$ cat config.mk
export PLATFORM = sky130hd
export DESIGN_NAME = uart_rx_8e1_flat
export DESIGN_NICKNAME = d
export VERILOG_FILES = /design/src/rtl/uart_pkg.sv /design/src/rtl/uart_rx_8e1_if.sv /design/src/rtl/uart_baud_tick.sv /design/src/rtl/uart_rx_8e1.sv /design/src/flat_wrapper.sv
export SDC_FILE = /design/constraint.sdc
export NUM_CORES = 1
export LEC_CHECK = 0
export CAP_MARGIN = 20
export CORE_UTILIZATION = 59
export CTS_BUF_LIST = sky130_fd_sc_hd__clkbuf_8
export CTS_CLUSTER_DIAMETER = 200
export CTS_CLUSTER_SIZE = 12
export DETAILED_ROUTE_END_ITERATION = 16
export DONT_BUFFER_PORTS = 1
export GPL_TIMING_DRIVEN = 0
export PLACE_DENSITY = 0.78
export SYNTH_ARGS = -nofsm -noshare
export SYNTH_HDL_FRONTEND = slang
export SYNTH_SLANG_ARGS = --single-unit
export TNS_END_PERCENT = 1
$ cat constraint.sdc
create_clock -name clk_50M -period 1.92 [get_ports clk_50M]
set_input_delay 0.384 -clock clk_50M [delete_from_list [all_inputs] [get_ports clk_50M]]
set_output_delay 0.384 -clock clk_50M [all_outputs]
set_load 0.02 [all_outputs]
$ cat src/rtl/uart_pkg.sv
// Shared UART definitions: FSM state encoding, oversampling constants and
// helper functions used by both the receive and (future) transmit sides.
package uart_pkg;

  typedef enum logic [2:0] {
    IDLE,
    START,
    DATA,
    PARITY,
    STOP,
    BREAK
  } uart_state_t;

  localparam int unsigned OVERSAMPLE = 16;

  localparam logic [3:0] SC_SAMPLE_A = 4'd7;
  localparam logic [3:0] SC_SAMPLE_B = 4'd8;
  localparam logic [3:0] SC_DECIDE   = 4'd9;
  localparam logic [3:0] SC_LAST     = 4'd15;

  // Clocks per oversample tick, rounded to nearest.
  function automatic int unsigned tick_div(input int unsigned clk_freq,
                                           input int unsigned baud);
    return (clk_freq + baud * (OVERSAMPLE / 2)) / (baud * OVERSAMPLE);
  endfunction

  function automatic logic even_parity(input logic [7:0] d);
    return ^d;
  endfunction

  function automatic logic majority3(input logic a, input logic b, input logic c);
    return (a & b) | (a & c) | (b & c);
  endfunction

endpackage

$ cat src/rtl/uart_rx_8e1_if.sv
// Receive status bundle: byte, completion strobe, error flags and busy.
interface uart_rx_8e1_if;
  logic [7:0] read_value;
  logic       read_complete;
  logic       read_error;
  logic       parity_error;
  logic       frame_error;
  logic       busy;

  modport master (
    output read_value, read_complete, read_error, parity_error, frame_error, busy
  );

  modport slave (
    input read_value, read_complete, read_error, parity_error, frame_error, busy
  );
endinterface

$ cat src/rtl/uart_baud_tick.sv
// Free-running divider producing a one-cycle tick every DIV clocks;
// a synchronous clear restarts the phase.
module uart_baud_tick #(
  parameter int unsigned DIV = 326
) (
  input  logic clk_50M,
  input  logic reset,
  input  logic clr,
  output logic tick
);
  localparam int unsigned W = (DIV > 1) ? $clog2(DIV) : 1;

  logic [W-1:0] cnt;

  always_ff @(posedge clk_50M or posedge reset) begin
    if (reset) begin
      cnt <= '0;
    end else if (clr || cnt == W'(DIV - 1)) begin
      cnt <= '0;
    end else begin
      cnt <= cnt + W'(1);
    end
  end

  assign tick = (cnt == W'(DIV - 1)) && !clr;
endmodule

$ cat src/rtl/uart_rx_8e1.sv
// 8E1 UART receiver: 2-FF synchroniser, 16x oversampling with 3-sample
// majority vote, registered byte/parity/frame status.
module uart_rx_8e1
  import uart_pkg::*;
#(
  parameter int unsigned CLK_FREQ = 50_000_000,
  parameter int unsigned BAUD     = 9600
) (
  input  logic            clk_50M,
  input  logic            reset,
  input  logic            uart_rxd,
  uart_rx_8e1_if.master   rx
);
  localparam int unsigned TICK_DIV = tick_div(CLK_FREQ, BAUD);

  uart_state_t state;
  logic        rxd_meta, rxd_s;
  logic [3:0]  sc;
  logic [2:0]  idx;
  logic        smp_a, smp_b;
  logic [7:0]  shreg;
  logic        pbit;
  logic        brk_high;
  logic        tick, tick_clr;
  logic        vote, par_bad;

  logic [7:0]  rd_value;
  logic        rd_complete, rd_error, par_err, frm_err, busy_r;

  always_ff @(posedge clk_50M or posedge reset) begin
    if (reset) begin
      rxd_meta <= 1'b1;
      rxd_s    <= 1'b1;
    end else begin
      rxd_meta <= uart_rxd;
      rxd_s    <= rxd_meta;
    end
  end

  assign tick_clr = (state == IDLE) && !rxd_s;

  uart_baud_tick #(.DIV(TICK_DIV)) u_tick (
    .clk_50M (clk_50M),
    .reset   (reset),
    .clr     (tick_clr),
    .tick    (tick)
  );

  // Third sample is the live synchronised line at sc = 9.
  assign vote    = majority3(smp_a, smp_b, rxd_s);
  assign par_bad = even_parity(shreg) ^ pbit;

  always_ff @(posedge clk_50M or posedge reset) begin
    if (reset) begin
      state       <= IDLE;
      sc          <= '0;
      idx         <= '0;
      smp_a       <= 1'b1;
      smp_b       <= 1'b1;
      shreg       <= '0;
      pbit        <= 1'b0;
      brk_high    <= 1'b0;
      rd_value    <= '0;
      rd_complete <= 1'b0;
      rd_error    <= 1'b0;
      par_err     <= 1'b0;
      frm_err     <= 1'b0;
      busy_r      <= 1'b0;
    end else begin
      rd_complete <= 1'b0;
      case (state)
        IDLE: begin
          busy_r <= 1'b0;
          if (!rxd_s) begin
            sc     <= '0;
            state  <= START;
            busy_r <= 1'b1;
          end
        end

        // Leave only after the line has been high for a whole tick period.
        BREAK: begin
          if (!rxd_s) brk_high <= 1'b0;
          if (tick) begin
            if (brk_high && rxd_s) begin
              state  <= IDLE;
              busy_r <= 1'b0;
            end else begin
              brk_high <= rxd_s;
            end
          end
        end

        default: begin
          if (tick) begin
            sc <= sc + 4'd1;
            if (sc == SC_SAMPLE_A) smp_a <= rxd_s;
            if (sc == SC_SAMPLE_B) smp_b <= rxd_s;
            case (state)
              START: begin
                if (sc == SC_DECIDE && vote) begin
                  state  <= IDLE;
                  busy_r <= 1'b0;
                end else if (sc == SC_LAST) begin
                  state <= DATA;
                  idx   <= '0;
                end
              end
              DATA: begin
                if (sc == SC_DECIDE) shreg[idx] <= vote;
                if (sc == SC_LAST) begin
                  if (idx == 3'd7) state <= PARITY;
                  else             idx   <= idx + 3'd1;
                end
              end
              PARITY: begin
                if (sc == SC_DECIDE) pbit  <= vote;
                if (sc == SC_LAST)   state <= STOP;
              end
              // Decide at the stop midpoint so an early next start bit is caught.
              STOP: begin
                if (sc == SC_DECIDE) begin
                  rd_value    <= shreg;
                  par_err     <= par_bad;
                  frm_err     <= ~vote;
                  rd_error    <= par_bad | ~vote;
                  rd_complete <= 1'b1;
                  if (vote) begin
                    state  <= IDLE;
                    busy_r <= 1'b0;
                  end else begin
                    state    <= BREAK;
                    brk_high <= 1'b0;
                  end
                end
              end
              default: ;
            endcase
          end
        end
      endcase
    end
  end

  assign rx.read_value    = rd_value;
  assign rx.read_complete = rd_complete;
  assign rx.read_error    = rd_error;
  assign rx.parity_error  = par_err;
  assign rx.frame_error   = frm_err;
  assign rx.busy          = busy_r;
endmodule

$ cat src/flat_wrapper.sv
// flat-port wrapper written by rule: the top's interface ports become plain ports
module uart_rx_8e1_flat import uart_pkg::*;
#(
  parameter int unsigned CLK_FREQ = 50_000_000,
  parameter int unsigned BAUD     = 9600
)
  (clk_50M, reset, uart_rxd, rx_read_value, rx_read_complete, rx_read_error, rx_parity_error, rx_frame_error, rx_busy);
  uart_rx_8e1_if rx_i ();
  input  logic clk_50M;
  input  logic reset;
  input  logic uart_rxd;
  output wire logic [$bits(rx_i.read_value)-1:0] rx_read_value;
  output wire logic [$bits(rx_i.read_complete)-1:0] rx_read_complete;
  output wire logic [$bits(rx_i.read_error)-1:0] rx_read_error;
  output wire logic [$bits(rx_i.parity_error)-1:0] rx_parity_error;
  output wire logic [$bits(rx_i.frame_error)-1:0] rx_frame_error;
  output wire logic [$bits(rx_i.busy)-1:0] rx_busy;
  assign rx_read_value = rx_i.read_value;
  assign rx_read_complete = rx_i.read_complete;
  assign rx_read_error = rx_i.read_error;
  assign rx_parity_error = rx_i.parity_error;
  assign rx_frame_error = rx_i.frame_error;
  assign rx_busy = rx_i.busy;
  uart_rx_8e1 #(.CLK_FREQ(CLK_FREQ), .BAUD(BAUD)) u_core (.clk_50M(clk_50M), .reset(reset), .uart_rxd(uart_rxd), .rx(rx_i));
endmodule
==> metrics.md <==
| Metric | Value |
|---|---|
| Total CTS buffers | `5` |
| Warnings, synthesis | `0` |
| Max Fclk | `513 MHz` |
| Post-DP Area | `2420 sq um` |
| Worst Setup SP | `u_core.u_tick.cnt[1]` |
| Clk_lat worst skew | `290 ps` |
| Slew Viols, Final | `0` |
| Setup Skew | `6.48 ps` |
| Row cnt | `22` |
| Synth area leader | `dfrtp_1` |
| Top FF cell, synth | `dfrtp_1` |
| Final wirelength | `4350 um` |
| Clock Path Buffers | `2` |
| Most common cell in the netlist | `nand2_1` |
| Max cap viols | `0` |
| Vias in the first global route | `1607` |
| Critical Path RT | `2090 ps` |
| Antenna violations before repair | `0` |
| Fillers | `282` |
| Hold path startpoint | `uart_rxd` |
| Tot GR Track Use | `23.3%` |
| WL/cell | `14.9 um` |
| Via count | `1658` |
| Largest cells by area after synthesis | `dfrtp_1 (45%), nand2_1 (6.9%), xnor2_1 (4.9%), dfstp_2 (4.5%), mux2_2 (4.3%)` |
| First-pass GRT wire length | `7490 um` |
| Post-synthesis instance total | `232` |
| Hold depth | `0` |
| Seq/Total Area, Yosys | `49.4%` |
| Post-route cell area | `2610 sq um` |
| Global route overflow | `0` |
| Worst slack, placed | `-159 ps` |
| Net count after synthesis | `242` |
| Final core occ | `69.8%` |
| H-tree Lvls | `2` |
| Yosys top cell area share | `44.9%` |
| Die area | `4220 sq um` |
| GPL Wtd Cong | `0.928` |
| Via density | `5.68` |
| Post-DP HPWL | `3070 um` |
| Drt drc | `0` |
| Power Total | `1680 uW` |
| Initial Util | `62.5%` |
| # nets final | `253` |
| Ys async rst share | `100%` |
| Crit Path Class | `flop to flop` |
| Core area | `3740 sq um` |
| Clock Root Buffer | `clkbuf_8` |
| Mean Syn Cell Area | `10.1 sq um` |
| Post-route ant nets | `0` |
| Crit start category | `flop` |
| Seq cells post-synth | `46` |
| Leakage Power | `0.00120 uW` |
| WP data arrival | `2120 ps` |
| Final hold vios | `0` |
| Violated checks | `setup timing` |
| Die Span Y | `65.0 um` |
| IO Count | `16` |
| EDFF count, synth | `0` |
| Final WS setup | `-28.2 ps` |
| Crit path max fanout | `10` |
| Die W | `65.0 um` |
| Syn-to-layout area delta | `11.7%` |
| Slew margin rel. | `50.3%` |
| Diodes inserted | `0` |
| Critical path endpoint category | `flop` |
| Maximum VDD drop | `0.410 mV` |
| DR pass1 iterations | `4` |
| Min-Delay Endpoint | `u_core.rxd_meta` |
| Reg-to-Reg End | `u_core.rx.parity_error` |
| Largest net degree at the start of global routing | `28` |
| RR Startpoint | `u_core.u_tick.cnt[1]` |
| Synthesized area | `2340 sq um` |
| Clock transition at path regs | `80 ps` |
| RSZ-0062 raised after global routing | `true` |
| Final Cycle Share | `101%` |
| Hold/Removal Path Class | `input pin to flop` |
| Share of cells above drive strength 1 | `18.4%` |
| Port buffer count | `0` |
| Register-to-Register Setup Slack | `-30 ps` |
| Commonest cells post-synth | `nand2_1 (43), dfrtp_1 (42), nor2_1 (22)` |
| Reg2Reg Depth | `9` |
| Min Tclk post-route | `1950 ps` |
| Power density cells | `644 nW/um^2` |
| Cell variety after synth | `44` |
| Outcome | `finished with violations` |
| Iteration-0 DRC Markers | `159` |
| Final setup fails | `2` |
| Least-Margin Pin Slew | `738 ps` |
| TritonCTS Sinks | `46` |
| TritonCTS clock tree | `done` |
==> registers in the layout (all words and copies together) (netlist names), 3 cells and up <==
signal,flops
u_core.u_tick.cnt,9
u_core.rx.read_value,8
u_core.shreg,8
u_core.sc,4
u_core.idx,3
u_core.state,3
==> metrics by stage <==
step	hold slack [ps]	TNS [ps]	instances
2_1_floorplan	345	0	232
3_3_place_gp	347	-783	280
3_5_place_dp	304	-1470	281
4_1_cts	71.5	0	292
5_1_grt	67.8	-1090	292
6_report	84.6	-31.0	292
==> cell usage in the layout, fill, tap and decap left out, types with 3 or more instances in the layout <==
cell      instances
a31oi_1           3
xnor2_1          13
inv_2             3
nand3_1           9
inv_1             7
dfstp_2           4
nand2b_1          3
dfrtp_1          42
clkbuf_8          5
a21o_1            3
nor3_1            5
mux2_2            7
buf_6             3
nand2_1          43
nand3b_1          3
xor2_1            5
buf_2             4
nor4_1            3
ha_1              5
o21ai_0          10
nor2_1           20
==> how the worst max path moves through the flow <==
stage,slack [ps],cells past startpoint,endpoint
global route,-120,9,u_core.rx.parity_error
floorplan,30,8,u_core.rx.frame_error
CTS,3,6,u_core.sc[3]
finish,-30,9,u_core.rx.parity_error
detailed placement,-160,7,u_core.shreg[4]
global placement,-160,7,u_core.shreg[2]
==> layout make-up <==
| class | count | area [sq um] | share of cell area, % |
|---|---|---|---|
| Sequential cell | 46 | 1160 | 44.2 |
| Clock buffer | 5 | 68.8 | 2.63 |
| Clock inverter | 3 | 37.5 | 1.44 |
| Buffer | 10 | 66.3 | 2.54 |
| Timing Repair Buffer | 4 | 45.0 | 1.72 |
| Inverter | 8 | 30.0 | 1.15 |
| Multi-Input combinational cell | 168 | 1150 | 44.0 |
| Tap cell | 48 | 60.1 | 2.30 |
==> metal layers <==
metal  vias to the layer above  share of wire, %  GRT usage [%]
met5                         -                 0              0
met4                         0               1.6           8.06
met3                         9               4.1           4.58
met2                        45                49           37.4
met1                       796                45           31.4
li1                        808                 -              -
==> kinds of logic (layout without fill, tap and decap cells) <==
logic type | after synthesis | after routing | share of synthesized area [%]
AOI/OAI and AO/OA | 25 | 25 | 7.27
xor gates and xnor gates | 18 | 18 | 6.74
adders and majority gates | 8 | 8 | 4.17
buffers and inverters | 18 | 30 | 3.80
DFF | 46 | 46 | 49.4
muxes | 10 | 10 | 4.76
and+or+nand+nor | 107 | 107 | 23.9
==> power by group <==
part / internal, uW / switching (uW) / leakage (uW)
clock: 379 / 305 / 0.0000607
combinational: 5.82 / 20.3 / 0.000535
sequential: 972 / 1.84 / 0.000608
total: 1360 / 327 / 0.00120
==> critical path: stages (launching register included) <==
cell	delay (ps)
dfrtp_1	400
inv_2	70
ha_4	130
nand4bb_4	160
or2_1	260
buf_6	140
or3_4	370
buf_6	150
nand2_1	60
o21ai_0	90
==> timing repair <==
action / 4_1_cts / 5_1_grt
buffers inserted: 2 / 0
endpoints found under the hold margin: 15 / 0
hold buffers: 1 / 0
pin swaps: 3 / 6
cloned: 0 / 0
setup endpoints to repair: 21 / 23
resized for setup: 7 / 12
Power figures use the tool's default switching activity.
